File: src/rtl/opl_csr_pkg.sv
// rtl/opl_csr_pkg.sv - shared constants and word layout for the OPL operator-config store
package opl_csr_pkg;

    localparam int OPL_SLOTS   = 18;
    localparam int OPL_OPCFG_W = 32;

    localparam int MULT_LANE  = 3;
    localparam int KSLTL_LANE = 2;
    localparam int ARDR_LANE  = 1;
    localparam int SLRR_LANE  = 0;

    typedef struct packed {
        logic       am;
        logic       vib;
        logic       en_sus;
        logic       ks;
        logic [3:0] mul;
        logic [1:0] ksl;
        logic [5:0] tl;
        logic [3:0] ar;
        logic [3:0] dr;
        logic [3:0] sl;
        logic [3:0] rr;
    } opcfg_t;

endpackage

File: src/rtl/opl_op_csr_if.sv
// rtl/opl_op_csr_if.sv - CPU register-write strobes and slot-stage matches into the config store
interface opl_op_csr_if;

    logic [7:0] din;
    logic       up_mult;
    logic       up_ksl_tl;
    logic       up_ar_dr;
    logic       up_sl_rr;
    logic       update_op_I;
    logic       update_op_II;
    logic       update_op_IV;

    modport master (
        output din, up_mult, up_ksl_tl, up_ar_dr, up_sl_rr,
        output update_op_I, update_op_II, update_op_IV
    );

    modport slave (
        input din, up_mult, up_ksl_tl, up_ar_dr, up_sl_rr,
        input update_op_I, update_op_II, update_op_IV
    );

endinterface

File: src/rtl/opl_op_csr_sh_line.sv
// rtl/opl_op_csr_sh_line.sv - generic W x LEN shift line with clock enable and sync reset
// OPL_CSR_SIM_INIT_EN gives every stage a time-zero value of RSTVAL for simulation.
module opl_sh_line #(
    parameter int W      = 32,
    parameter int LEN    = 18,
    parameter bit RSTVAL = 1'b0
) (
    input  logic         clk,
    input  logic         rst,
    input  logic         cen,
    input  logic [W-1:0] din,
    output logic [W-1:0] drop
);

`ifdef OPL_CSR_SIM_INIT_EN
    logic [W-1:0] stage [LEN] = '{default: {W{RSTVAL}}};
`else
    logic [W-1:0] stage [LEN];
`endif

    always_ff @(posedge clk) begin
        if (!rst) begin
            for (int i = 0; i < LEN; i++) stage[i] <= {W{RSTVAL}};
        end else if (cen) begin
            stage[0] <= din;
            for (int i = 1; i < LEN; i++) stage[i] <= stage[i-1];
        end
    end

    assign drop = stage[LEN-1];

endmodule

File: src/rtl/opl_op_csr.sv
// rtl/opl_op_csr.sv - recirculating per-slot operator config store with byte-lane write merge
// OPL_CSR_SIM_INIT_EN (in opl_sh_line) selects time-zero stage initialisation.
module opl_op_csr
    import opl_csr_pkg::*;
#(
    parameter int LEN    = OPL_SLOTS,
    parameter int W      = OPL_OPCFG_W,
    parameter bit RSTVAL = 1'b0
) (
    input  logic         clk,
    input  logic         rst,
    input  logic         cen,
    opl_op_csr_if.slave  wr,
    output logic [W-1:0] shift_out
);

    logic [W-1:0] next_word;

    // MULT is consumed at stage II and TL at stage IV, so each lane has its own match strobe.
    always_comb begin
        next_word = shift_out;
        if (wr.up_mult   && wr.update_op_II) next_word[MULT_LANE*8  +: 8] = wr.din;
        if (wr.up_ksl_tl && wr.update_op_IV) next_word[KSLTL_LANE*8 +: 8] = wr.din;
        if (wr.up_ar_dr  && wr.update_op_I)  next_word[ARDR_LANE*8  +: 8] = wr.din;
        if (wr.up_sl_rr  && wr.update_op_I)  next_word[SLRR_LANE*8  +: 8] = wr.din;
    end

    opl_sh_line #(
        .W      (W),
        .LEN    (LEN),
        .RSTVAL (RSTVAL)
    ) u_line (
        .clk  (clk),
        .rst  (rst),
        .cen  (cen),
        .din  (next_word),
        .drop (shift_out)
    );

endmodule

File: src/flat_wrapper.sv
// flat-port wrapper written by rule: the top's interface ports become plain ports
module opl_op_csr_flat import opl_csr_pkg::*;
#(
    parameter int LEN    = OPL_SLOTS,
    parameter int W      = OPL_OPCFG_W,
    parameter bit RSTVAL = 1'b0
)
  (clk, rst, cen, shift_out, wr_din, wr_up_mult, wr_up_ksl_tl, wr_up_ar_dr, wr_up_sl_rr, wr_update_op_I, wr_update_op_II, wr_update_op_IV);
  opl_op_csr_if wr_i ();
  input  logic clk;
  input  logic rst;
  input  logic cen;
  output logic [W-1:0] shift_out;
  input wire logic [$bits(wr_i.din)-1:0] wr_din;
  input wire logic [$bits(wr_i.up_mult)-1:0] wr_up_mult;
  input wire logic [$bits(wr_i.up_ksl_tl)-1:0] wr_up_ksl_tl;
  input wire logic [$bits(wr_i.up_ar_dr)-1:0] wr_up_ar_dr;
  input wire logic [$bits(wr_i.up_sl_rr)-1:0] wr_up_sl_rr;
  input wire logic [$bits(wr_i.update_op_I)-1:0] wr_update_op_I;
  input wire logic [$bits(wr_i.update_op_II)-1:0] wr_update_op_II;
  input wire logic [$bits(wr_i.update_op_IV)-1:0] wr_update_op_IV;
  assign wr_i.din = wr_din;
  assign wr_i.up_mult = wr_up_mult;
  assign wr_i.up_ksl_tl = wr_up_ksl_tl;
  assign wr_i.up_ar_dr = wr_up_ar_dr;
  assign wr_i.up_sl_rr = wr_up_sl_rr;
  assign wr_i.update_op_I = wr_update_op_I;
  assign wr_i.update_op_II = wr_update_op_II;
  assign wr_i.update_op_IV = wr_update_op_IV;
  opl_op_csr #(.LEN(LEN), .W(W), .RSTVAL(RSTVAL)) u_core (.clk(clk), .rst(rst), .cen(cen), .wr(wr_i), .shift_out(shift_out));
endmodule
File: config.mk
export PLATFORM = sky130hd
export DESIGN_NAME = opl_op_csr_flat
export DESIGN_NICKNAME = d
export VERILOG_FILES = /design/src/rtl/opl_csr_pkg.sv /design/src/rtl/opl_op_csr_if.sv /design/src/rtl/opl_op_csr_sh_line.sv /design/src/rtl/opl_op_csr.sv /design/src/flat_wrapper.sv
export SDC_FILE = /design/constraint.sdc
export NUM_CORES = 1
export LEC_CHECK = 0
export CORE_ASPECT_RATIO = 1.5
export CORE_MARGIN = 1
export CORE_UTILIZATION = 63
export CTS_CLUSTER_DIAMETER = 200
export DETAILED_ROUTE_END_ITERATION = 7
export DONT_BUFFER_PORTS = 1
export GPL_ROUTABILITY_DRIVEN = 0
export PLACE_DENSITY = 0.79
export SLEW_MARGIN = 20
export SYNTH_ARGS = -nofsm -noshare
export SYNTH_HDL_FRONTEND = slang
export SYNTH_SLANG_ARGS = --single-unit
File: constraint.sdc
create_clock -name clk -period 26.2 [get_ports clk]
set_input_delay 5.24 -clock clk [delete_from_list [all_inputs] [get_ports clk]]
set_output_delay 5.24 -clock clk [all_outputs]
set_load 0.1 [all_outputs]
Word-level counts from Yosys, hierarchy flattened
Memories as Yosys holds them, arrays and structs flattened.
Index checks and enable logic that the tools add are counted.

cells by class
  multiplexer cells = 26
  bitwise operators = 18
  reduce and logical (&&, ||, !) cells = 4

operator list
  kind               count
  2-to-1 mux 32 bit  18
  2-to-1 mux 8 bit   4
  OR 1 bit           18
  logical AND 1 bit  4
  2-to-1 mux 1 bit   4

word-level totals
  register bits after elaboration = 0
  bits in writable memories = 576
  bits of input ports = 18
  output and inout port bits = 32
  word-level logic and storage cells = 49
  memories = 1

memories
  memory               words  bits a word  read ports  clocked after memory_dff  write ports  RTL line                  RTL
  u_core.u_line.stage  18     32           18          0                         18           opl_op_csr_sh_line.sv:18  logic [W-1:0] stage [LEN];

Longest topological paths before layout
Gate-level depths: netlist of run 1.

  word-level depth = 4
  gate-level depth with buffers = 5
  gate-level depth less buffers = 2

Hierarchy
From an unflattened synthesis of run 1, not the netlist that was laid out.

second synthesis, totals
  cells, all modules = 1349
  area total of the unflattened synthesis = 22620.4 um^2

modules (own cells, without submodules)
  module       times used  cells an instance  area an instance (um^2)  seq. area each (um^2)
  opl_sh_line  1           1313               22235.1                  17296.6
  opl_op_csr   1           36                 385.4                    0.0

Worst setup path before layout of run 1
No wires, ideal clock.

  path type = input to register
  start point = in cen
  end point = mem u_core.u_line.stage[0][0] (enable)
  library setup time = 1048 ps
  arrival time = 19305 ps
  required time = 25152 ps
  setup slack = 5847 ps
  cell stages on the path = 3
  path buffers = 2
  cells stage by stage = buf_2 -> buf_2 -> nand2b_1

RTL lines
  element      RTL line                  RTL
  from (decl)  flat_wrapper.sv:12        input logic cen;
  to (decl)    opl_op_csr_sh_line.sv:18

==> impl_metrics.tcl, run 1 <==
set metrics [dict create \
    status "complete, no violations" \
    cts_root_buffer "clkbuf_16" \
    slew_headroom_pct 11.2 \
    largest_reg_flops 576 \
    worstMarginPinSlew_ns 1.33 \
    syn_inst 1390 \
    worstSetupStartpointType "primary input" \
    cts_hold_buf 0 \
    placeableCoreArea_um2 35100 \
    synth-compound-area-share_pct 2.63 \
    start_util_pct 64.2 \
    vias 10700 \
    top_register "u_core.u_line.stage" \
    end_kind "flip-flop" \
    grt_max_degree 547 \
    initialDrtViolationCount 1150 \
    synthSimpleGateAreaFrac_pct 15.9 \
    synth.area.mux_share_pct 0 \
    clkSinkCount 576 \
    die_height_um 234 \
    cts-resized-gates 0 \
    p_leak_nw 10.6 \
    synth_seq_area_share_pct 76.8 \
    synth-seq-cells 576 \
    min_period_over_period_pct 34.2 \
    reg.largest.list "u_core.u_line.stage: 576 flops" \
    via_per_inst 5.99 \
    clk_path_buf_depth 3 \
    antenna_found_initial 0 \
    grt_pass1_wl_mm 57.0 \
    drt-pass1-iter-count 5 \
    slew_viol_final 0 \
    die-area_um2 36500 \
    power_density_nw_per_um2 79.6 \
    grt_pass1_vias 10300 \
    fin_skew_ns 0.0179 \
    cp_max_fo 546 \
    netlist_area_um2 22500 \
    hold_class "reg -> reg" \
    arrival_ns 9.14 \
    port_buffers 0 \
    synthAdderAreaFrac_pct 0 \
    clk_pin_slew_ns 0.06 \
    synth_xor_area_share_pct 0 \
    max-cap-violations 0 \
    postLayoutCoreUtil_pct 67.6 \
    synth_top_family_by_area "simple AND/OR/NAND/NOR gates" \
    yosys_warnings 0 \
    holdWs_ns 0.543 \
    drt_wl_total_mm 36.6 \
    fmax_ghz 0.112 \
    die_x_um 156 \
    wl_per_cell_um 20.5 \
    yosysUniqueCellTypes 13 \
    cts-buffers-inserted 51 \
    fin_nets 1294 \
    worstPathRequired_ns 26.38 \
    postCtsSetupRepairBufs 0 \
    hpwl_mm 17.9 \
    synth_nets 1408 \
    rows 84 \
    ant_nets 0 \
    ioPinCount 50 \
    avgSynthCellArea_um2 16.2 \
    finalSetupTns_ns 0 \
    fin_crit_ns 8.97 \
    ir_drop_uv 62.6 \
    hold_viol 0 \
    rsz0062_at_grt "false" \
    grt-ovfl-total 0 \
    grt_usage_pct 20.5 \
    cts_tree "built" \
    drive_above_1_share_pct 9.98 \
    clk-insertion-delay-late_ns 0.57 \
    drc 0 \
    ctsHtreeMaxLevel 2 \
    setup_viol 0 \
    worstSetupPathType "in -> reg" \
    syn_to_final_growth_pct 5.26 \
]
-- path summary, 6_finish.rpt --
kind / slack, ns / to / start / cells after the start
setup / recovery: 17.23 / u_core.u_line.stage[0][191]$_SDFFCE_PN0P_ / rst / 3
hold / removal: 0.54 / u_core.u_line.stage[0][512]$_SDFFCE_PN0P_ / u_core.u_line.stage[0][480]$_SDFFCE_PN0P_ / 1
setup reg to reg: 24.53 / u_core.u_line.stage[0][0]$_SDFFCE_PN0P_ / u_core.u_line.stage[0][544]$_SDFFCE_PN0P_ / 2
hold reg to reg: 0.54 / u_core.u_line.stage[0][512]$_SDFFCE_PN0P_ / u_core.u_line.stage[0][480]$_SDFFCE_PN0P_ / 1
-- power by group --
| part | switching [W] | leakage (nW) | internal, W | total (W) |
|---|---|---|---|---|
| combinational | 0.0000273 | 3.42 | 0.0000178 | 0.0000451 |
| clock | 0.000313 | 0.773 | 0.000415 | 0.000728 |
| sequential | 0.0000404 | 6.39 | 0.00107 | 0.00111 |
| total | 0.000381 | 10.6 | 0.00151 | 0.00189 |
-- worst max-delay path: stages --
cell      delay [ns]
nand2b_4        1.29
buf_4           0.93
buf_4           0.92
-- area by class of cell --
class	instances	area, um2
well taps	473	592
diodes	1	2.50
multi-input cells	642	4180
fillers	2285	11400
clock inverters	27	269
flip-flops and latches	576	17300
repair buffers	5	50.0
clock buffers	63	1320
-- cell families (layout without fill, tap and decap cells) --
kind of cell,after synthesis,count (layout)
simple gates,578,578
flops,576,576
buf+inv,172,95
compound gates,64,64
other cells,0,1
-- stage by stage --
step / total power, W / cell area [um2] / std cells / setup WS, ns
CTS: 0.00190 / 23700 / 1786 / 18.32
global route: 0.00194 / 23700 / 1786 / 17.77
floorplan: 0.00121 / 22500 / 1390 / 5.85
finish: 0.00189 / 23700 / 1787 / 17.23
global placement: 0.00117 / 22100 / 1696 / 17.78
detailed placement: 0.00118 / 22100 / 1696 / 17.69
-- metal layers --
metal	GRT usage (%)	share of wire [%]
met3	3.10	4.5
met5	0	0
met1	28.8	44
met2	32.2	48
met4	8.58	3.4
-- cell usage after synthesis --
cell | instances | area, um2
nand2_4 | 1 | 11.3
a21oi_1 | 2 | 10.0
nand2b_1 | 1 | 6.26
a21oi_2 | 30 | 263
clkbuf_8 | 2 | 27.5
buf_6 | 15 | 169
a21bo_2 | 32 | 320
and3_1 | 544 | 3400
edfxtp_1 | 576 | 17300
clkbuf_2 | 51 | 255
buf_2 | 70 | 350
buf_4 | 34 | 255
nand3_1 | 32 | 160
-- layout by cell type, fill, tap and decap left out, types with 6 or more instances in the layout --
master     synthesis  routed
and3_1           544     544
a21oi_2           30      30
edfxtp_1         576     576
a21bo_2           32      32
clkbuf_16          0      51
bufinv_16          0       6
nand3_1           32      32
clkinv_1           0      16
clkbuf_1           0      12
Note: power is estimated with default switching activity, not from simulation.
==> run 2: changes to the inputs <==
CORE_UTILIZATION = 57   (was 63)
PLACE_DENSITY = 0.75   (was 0.79)
clock period = 7.93 ns   (was 26.2 ns; I/O delays follow)
==> run 2 against run 1 <==
Compared with the run above: final area increased by 0.25%; final cell count increased by 1.1%; non-clock buffer count fell by 1; first-iteration DRC count increased by 24%; combinational power grew to 3.3 times the previous value; die area up 10%; clock power grew to 3.3 times the previous value; largest cell class unchanged.
==> impl_metrics.tcl, run 2 (synthesis gave the netlist of run 1 again) <==
set metrics [dict create \
    final_area_um2 23800 \
    clkSinkCount 576 \
    power_density_nw_per_um2 263 \
    end_kind "flip-flop" \
    hold_depth 1 \
    clk_path_buf_depth 3 \
    cts_root_buffer "clkbuf_16" \
    fin_skew_ns 0.0163 \
    r2r_end "u_core.u_line.stage[0][1]$_SDFFCE_PN0P_" \
    critPathTopFamily "simple AND/OR/NAND/NOR gates" \
    cp_num_buf_inv 1 \
    met1_usage_pct 26.0 \
    grtUsageMet3_pct 3.07 \
    max-cap-violations 0 \
    hpwl_mm 18.3 \
    critPathSlowestCell "nand2b_4" \
    post-place-ws_ns 4.22 \
    r2r_start "u_core.u_line.stage[0][545]$_SDFFCE_PN0P_" \
    clk-insertion-delay-late_ns 0.57 \
    finalWorstSetupSlack_ns 3.88 \
    power_frac_clock_pct 38.7 \
    final_common_cell "edfxtp_1" \
    min_to "u_core.u_line.stage[0][72]$_SDFFCE_PN0P_" \
    slew_viol_final 0 \
    antenna_found_initial 0 \
    cts-buffers-inserted 52 \
    reg2reg_depth 2 \
    port_buffers 0 \
    fin_crit_ns 4.05 \
    setup_viol 0 \
    drt-pass1-iter-count 5 \
    worstMarginPinSlew_ns 1.10 \
    syn_to_final_growth_pct 5.52 \
    die_height_um 245 \
    worstSetupPathType "in -> reg" \
    fillCellCount 2691 \
    worstSetupStartpointType "primary input" \
    slowest_delay_ns 1.14 \
    grt_pass1_wl_mm 57.2 \
    multiInputGateArea_um2 4180 \
    finalSetupTns_ns 0 \
    fmax_ghz 0.247 \
    via_per_inst 5.92 \
    grt_pass1_vias 10200 \
    rows 88 \
    p_leak_nw 10.6 \
    met2_usage_pct 28.4 \
    postCtsSetupRepairBufs 0 \
    top_usage_layer "met2" \
    clk_pin_slew_ns 0.06 \
    largest_reg_flops 576 \
    worstPathRequired_ns 8.12 \
    fin_nets 1294 \
    drc 0 \
    status "complete, no violations" \
    holdWs_ns 0.552 \
    p_sw_share_pct 20.3 \
    cts-resized-gates 0 \
    n_antenna_cell 0 \
    grt_max_degree 547 \
    placeableCoreArea_um2 38800 \
    seq_power_share_pct 58.9 \
    drt_wl_total_mm 37.0 \
    ant_nets 0 \
    intPower_w 0.00498 \
    die_x_um 164 \
    switching_power_w 0.00127 \
    ctsHtreeMaxLevel 2 \
    ioPinCount 50 \
    rrSetupSlack_ns 6.32 \
    cts_tree "built" \
    die-area_um2 40300 \
    combPwrFrac_pct 2.4 \
    holdCritStartpoint "u_core.u_line.stage[0][40]$_SDFFCE_PN0P_" \
    final_cell_mix "edfxtp_1, and3_1, clkbuf_16, nand3_1, a21bo_2" \
    hold_viol 0 \
    vias 10700 \
    min_period_over_period_pct 51.1 \
    drive_above_1_share_pct 10.5 \
    cp_cell_sequence "nand2b_4, buf_12" \
    top_register "u_core.u_line.stage" \
    cts_hold_buf 0 \
    hold_class "reg -> reg" \
    wl_per_cell_um 20.5 \
    reg.largest.list "u_core.u_line.stage: 576 flops" \
    start_util_pct 58.1 \
    seqCellArea_um2 17300 \
    grt_usage_pct 18.5 \
    arrival_ns 4.24 \
    rsz0062_at_grt "false" \
    grt-ovfl-total 0 \
    initialDrtViolationCount 1427 \
    placed_area_um2 22200 \
    cp_max_fo 546 \
    slew_headroom_pct 26.4 \
    ir_drop_uv 223 \
]
==> run 2: cell types whose count changed in the layout (fill, tap and decap cells not counted), sizes merged <==
cell	previous run	this run
bufinv	6	5
inv	1	2
clkinv	20	21
diode	1	0
buf	5	4
clkbuf	63	62
==> run 2: how the worst max path moves through the flow <==
stage | startpoint | to | slack (ns) | depth (start not counted)
floorplan | cen | u_core.u_line.stage[0][0]$_SDFFCE_PN0P_ | 1.58 | 3
global placement | rst | u_core.u_line.stage[0][60]$_SDFFCE_PN0P_ | 4.24 | 2
detailed placement | rst | u_core.u_line.stage[0][60]$_SDFFCE_PN0P_ | 4.22 | 2
CTS | u_core.u_line.stage[0][574]$_SDFFCE_PN0P_ | shift_out[30] | 4.74 | 0
global route | rst | u_core.u_line.stage[0][250]$_SDFFCE_PN0P_ | 4.48 | 2
finish | rst | u_core.u_line.stage[0][189]$_SDFFCE_PN0P_ | 3.88 | 2
==> run 2: through the flow <==
stage / util (%) / std cells / total power, W
floorplan: - / 1390 / 0.00394
global placement: 57.2 / 1717 / 0.00388
detailed placement: 57.2 / 1717 / 0.00389
CTS: 61.3 / 1807 / 0.00630
global route: 61.3 / 1807 / 0.00644
finish: 61.3 / 1807 / 0.00625
==> run 2: routing by layer <==
layer	part of all wire [%]	wire, um
met4	4.0	1480
met1	43	15900
met3	4.5	1680
met5	0	0
met2	48	17900
==> run 2: area by class of cell <==
type,instances,share of cell area (%)
clock buffer,62,5.72
clock inverter,28,1.09
multi-input combinational,642,17.6
sequential,576,72.8
tap,495,2.61
timing repair buffer,4,0.232
==> run 2: power by group through the flow <==
stage,sequential (W),combinational (W),clock (W)
after floorplan,0.00366,0.000279,0
after global placement,0.00374,0.000146,0
after detailed placement,0.00374,0.000151,0
after CTS,0.00368,0.000153,0.00247
after global routing,0.00369,0.000165,0.00258
final,0.00368,0.000151,0.00242
==> run 2: worst register-to-register path: cells and delay by family, from the launching register on <==
kind           cells  cell delay, ns
flip-flops         1            1.01
AO/OA/AOI/OAI      2            0.44
==> run 3: changes to the inputs <==
clock period = 3.7 ns   (was 7.93 ns; I/O delays follow)
==> run 3 against run 2 <==
Compared with the run above: register-to-register slack lost 4.2 ns; non-clock buffer count grew 3; highest routed layer unchanged; sequential share of layout area is essentially flat; final area is essentially flat; first-iteration DRC count shrank 3.6%; combinational power grew 120%; clock power grew 110%; final cell count grew 0.22%; wire length grew 0.14%; setup slack lost 2.5 ns; core utilization is essentially flat.
==> impl_metrics.tcl, run 3 (synthesis gave the netlist of run 1 again) <==
set metrics [dict create \
    cts_tree "built" \
    grt_usage_pct 18.5 \
    worstPathRequired_ns 2.96 \
    rrSetupSlack_ns 2.11 \
    cts-buffers-inserted 51 \
    holdWs_ns 0.413 \
    post-place-ws_ns 1.33 \
    min_period_over_period_pct 62.5 \
    hold_depth 1 \
    largest_reg_flops 576 \
    rows 88 \
    grt-ovfl-total 0 \
    ioPinCount 50 \
    grt_max_degree 547 \
    ctsHtreeMaxLevel 2 \
    die-area_um2 40300 \
    fin_crit_ns 2.31 \
    clk_path_buf_depth 3 \
    worstSetupStartpointType "flip-flop" \
    top_register "u_core.u_line.stage" \
    antenna_found_initial 0 \
    clk-insertion-delay-late_ns 0.58 \
    r2r_start "u_core.u_line.stage[0][559]$_SDFFCE_PN0P_" \
    setup_viol 0 \
    ir_drop_uv 639 \
    fmax_ghz 0.432 \
    clkSinkCount 576 \
    min_to "u_core.u_line.stage[0][570]$_SDFFCE_PN0P_" \
    r2r_end "u_core.u_line.stage[0][15]$_SDFFCE_PN0P_" \
    die_height_um 245 \
    clk_pin_slew_ns 0.07 \
    grt_pass1_vias 10200 \
    seqCellArea_um2 17300 \
    grt_pass1_wl_mm 57.5 \
    placeableCoreArea_um2 38800 \
    rsz0062_at_grt "false" \
    end_kind "output port" \
    start_util_pct 58.1 \
    port_buffers 0 \
    intPower_w 0.0105 \
    switching_power_w 0.00276 \
    multiInputGateArea_um2 4180 \
    hold_viol 0 \
    power.total_w 0.0132 \
    cp_max_fo 2 \
    seq_power_share_pct 59.6 \
    postCtsSetupRepairBufs 0 \
    drc 0 \
    finalWorstSetupSlack_ns 1.39 \
    drt-pass1-iter-count 5 \
    slew_viol_final 0 \
    combPwrFrac_pct 2.5 \
    final_cell_mix "edfxtp_1, and3_1, clkbuf_16, nand3_1, a21bo_2" \
    worstMarginPinSlew_ns 0.987 \
    hpwl_mm 18.6 \
    cts-resized-gates 0 \
    reg.largest.list "u_core.u_line.stage: 576 flops" \
    fillCellCount 2701 \
    via_per_inst 5.93 \
    die_x_um 164 \
    cts_hold_buf 0 \
    power_frac_clock_pct 38.0 \
    vias 10700 \
    n_antenna_cell 0 \
    cts_root_buffer "clkbuf_16" \
    p_sw_share_pct 20.9 \
    final_common_cell "edfxtp_1" \
    fin_nets 1296 \
    arrival_ns 1.57 \
    p_leak_nw 10.6 \
    worstSetupPathType "reg -> out" \
    reg2reg_depth 2 \
    holdCritStartpoint "cen" \
    drt_wl_total_mm 37.1 \
    status "complete, no violations" \
    power_density_nw_per_um2 556 \
    ant_nets 0 \
    max-cap-violations 0 \
    drive_above_1_share_pct 10.7 \
    fin_skew_ns 0.0220 \
    hold_class "in -> reg" \
    syn_to_final_growth_pct 5.59 \
    slew_headroom_pct 34.2 \
    initialDrtViolationCount 1376 \
    wl_per_cell_um 20.5 \
]
==> run 3: per-stage QoR <==
step	setup TNS, ns	cells	util (%)	instance area, um2
finish	0	1811	61.4	23800
global route	0	1811	61.4	23800
CTS	0	1811	61.4	23800
detailed placement	0	1720	57.4	22200
global placement	0	1720	57.4	22200
floorplan	-992.53	1390	-	22600
==> run 3: cell type report <==
cell class / instances / area share [%]
Tap cell: 495 / 2.60
Clock inverter: 30 / 0.989
Sequential cell: 576 / 72.7
Clock buffer: 61 / 5.52
Timing Repair Buffer: 7 / 0.589
Multi-Input combinational cell: 642 / 17.6
==> run 3: worst max-delay path by stage <==
stage	end	from	slack [ns]	cells after the start
detailed placement	u_core.u_line.stage[0][282]$_SDFFCE_PN0P_	cen	1.33	2
finish	shift_out[22]	u_core.u_line.stage[0][566]$_SDFFCE_PN0P_	1.39	0
CTS	shift_out[22]	u_core.u_line.stage[0][566]$_SDFFCE_PN0P_	1.36	0
floorplan	u_core.u_line.stage[0][0]$_SDFFCE_PN0P_	rst	-1.72	3
global placement	u_core.u_line.stage[0][186]$_SDFFCE_PN0P_	cen	1.41	2
global route	shift_out[22]	u_core.u_line.stage[0][566]$_SDFFCE_PN0P_	1.36	0
==> run 3: power groups by stage <==
stage | Sequential [W] | Combinational [W] | Clock, W
floorplan | 0.00784 | 0.000601 | 0
global placement | 0.00802 | 0.000320 | 0
detailed placement | 0.00802 | 0.000329 | 0
CTS | 0.00789 | 0.000331 | 0.00511
global route | 0.00791 | 0.000357 | 0.00536
finish | 0.00789 | 0.000326 | 0.00502
==> run 3: metal layers <==
metal  share of wire, %  wire (um)  GRT usage (%)  vias to the layer above
met5                  0          0              0                        -
met3                4.3       1600           2.97                       69
li1                   -          -              -                     5043
met2                 49      18300           29.4                      251
met1                 44      16200           26.3                     5380
met4                2.7       1000           5.88                        0
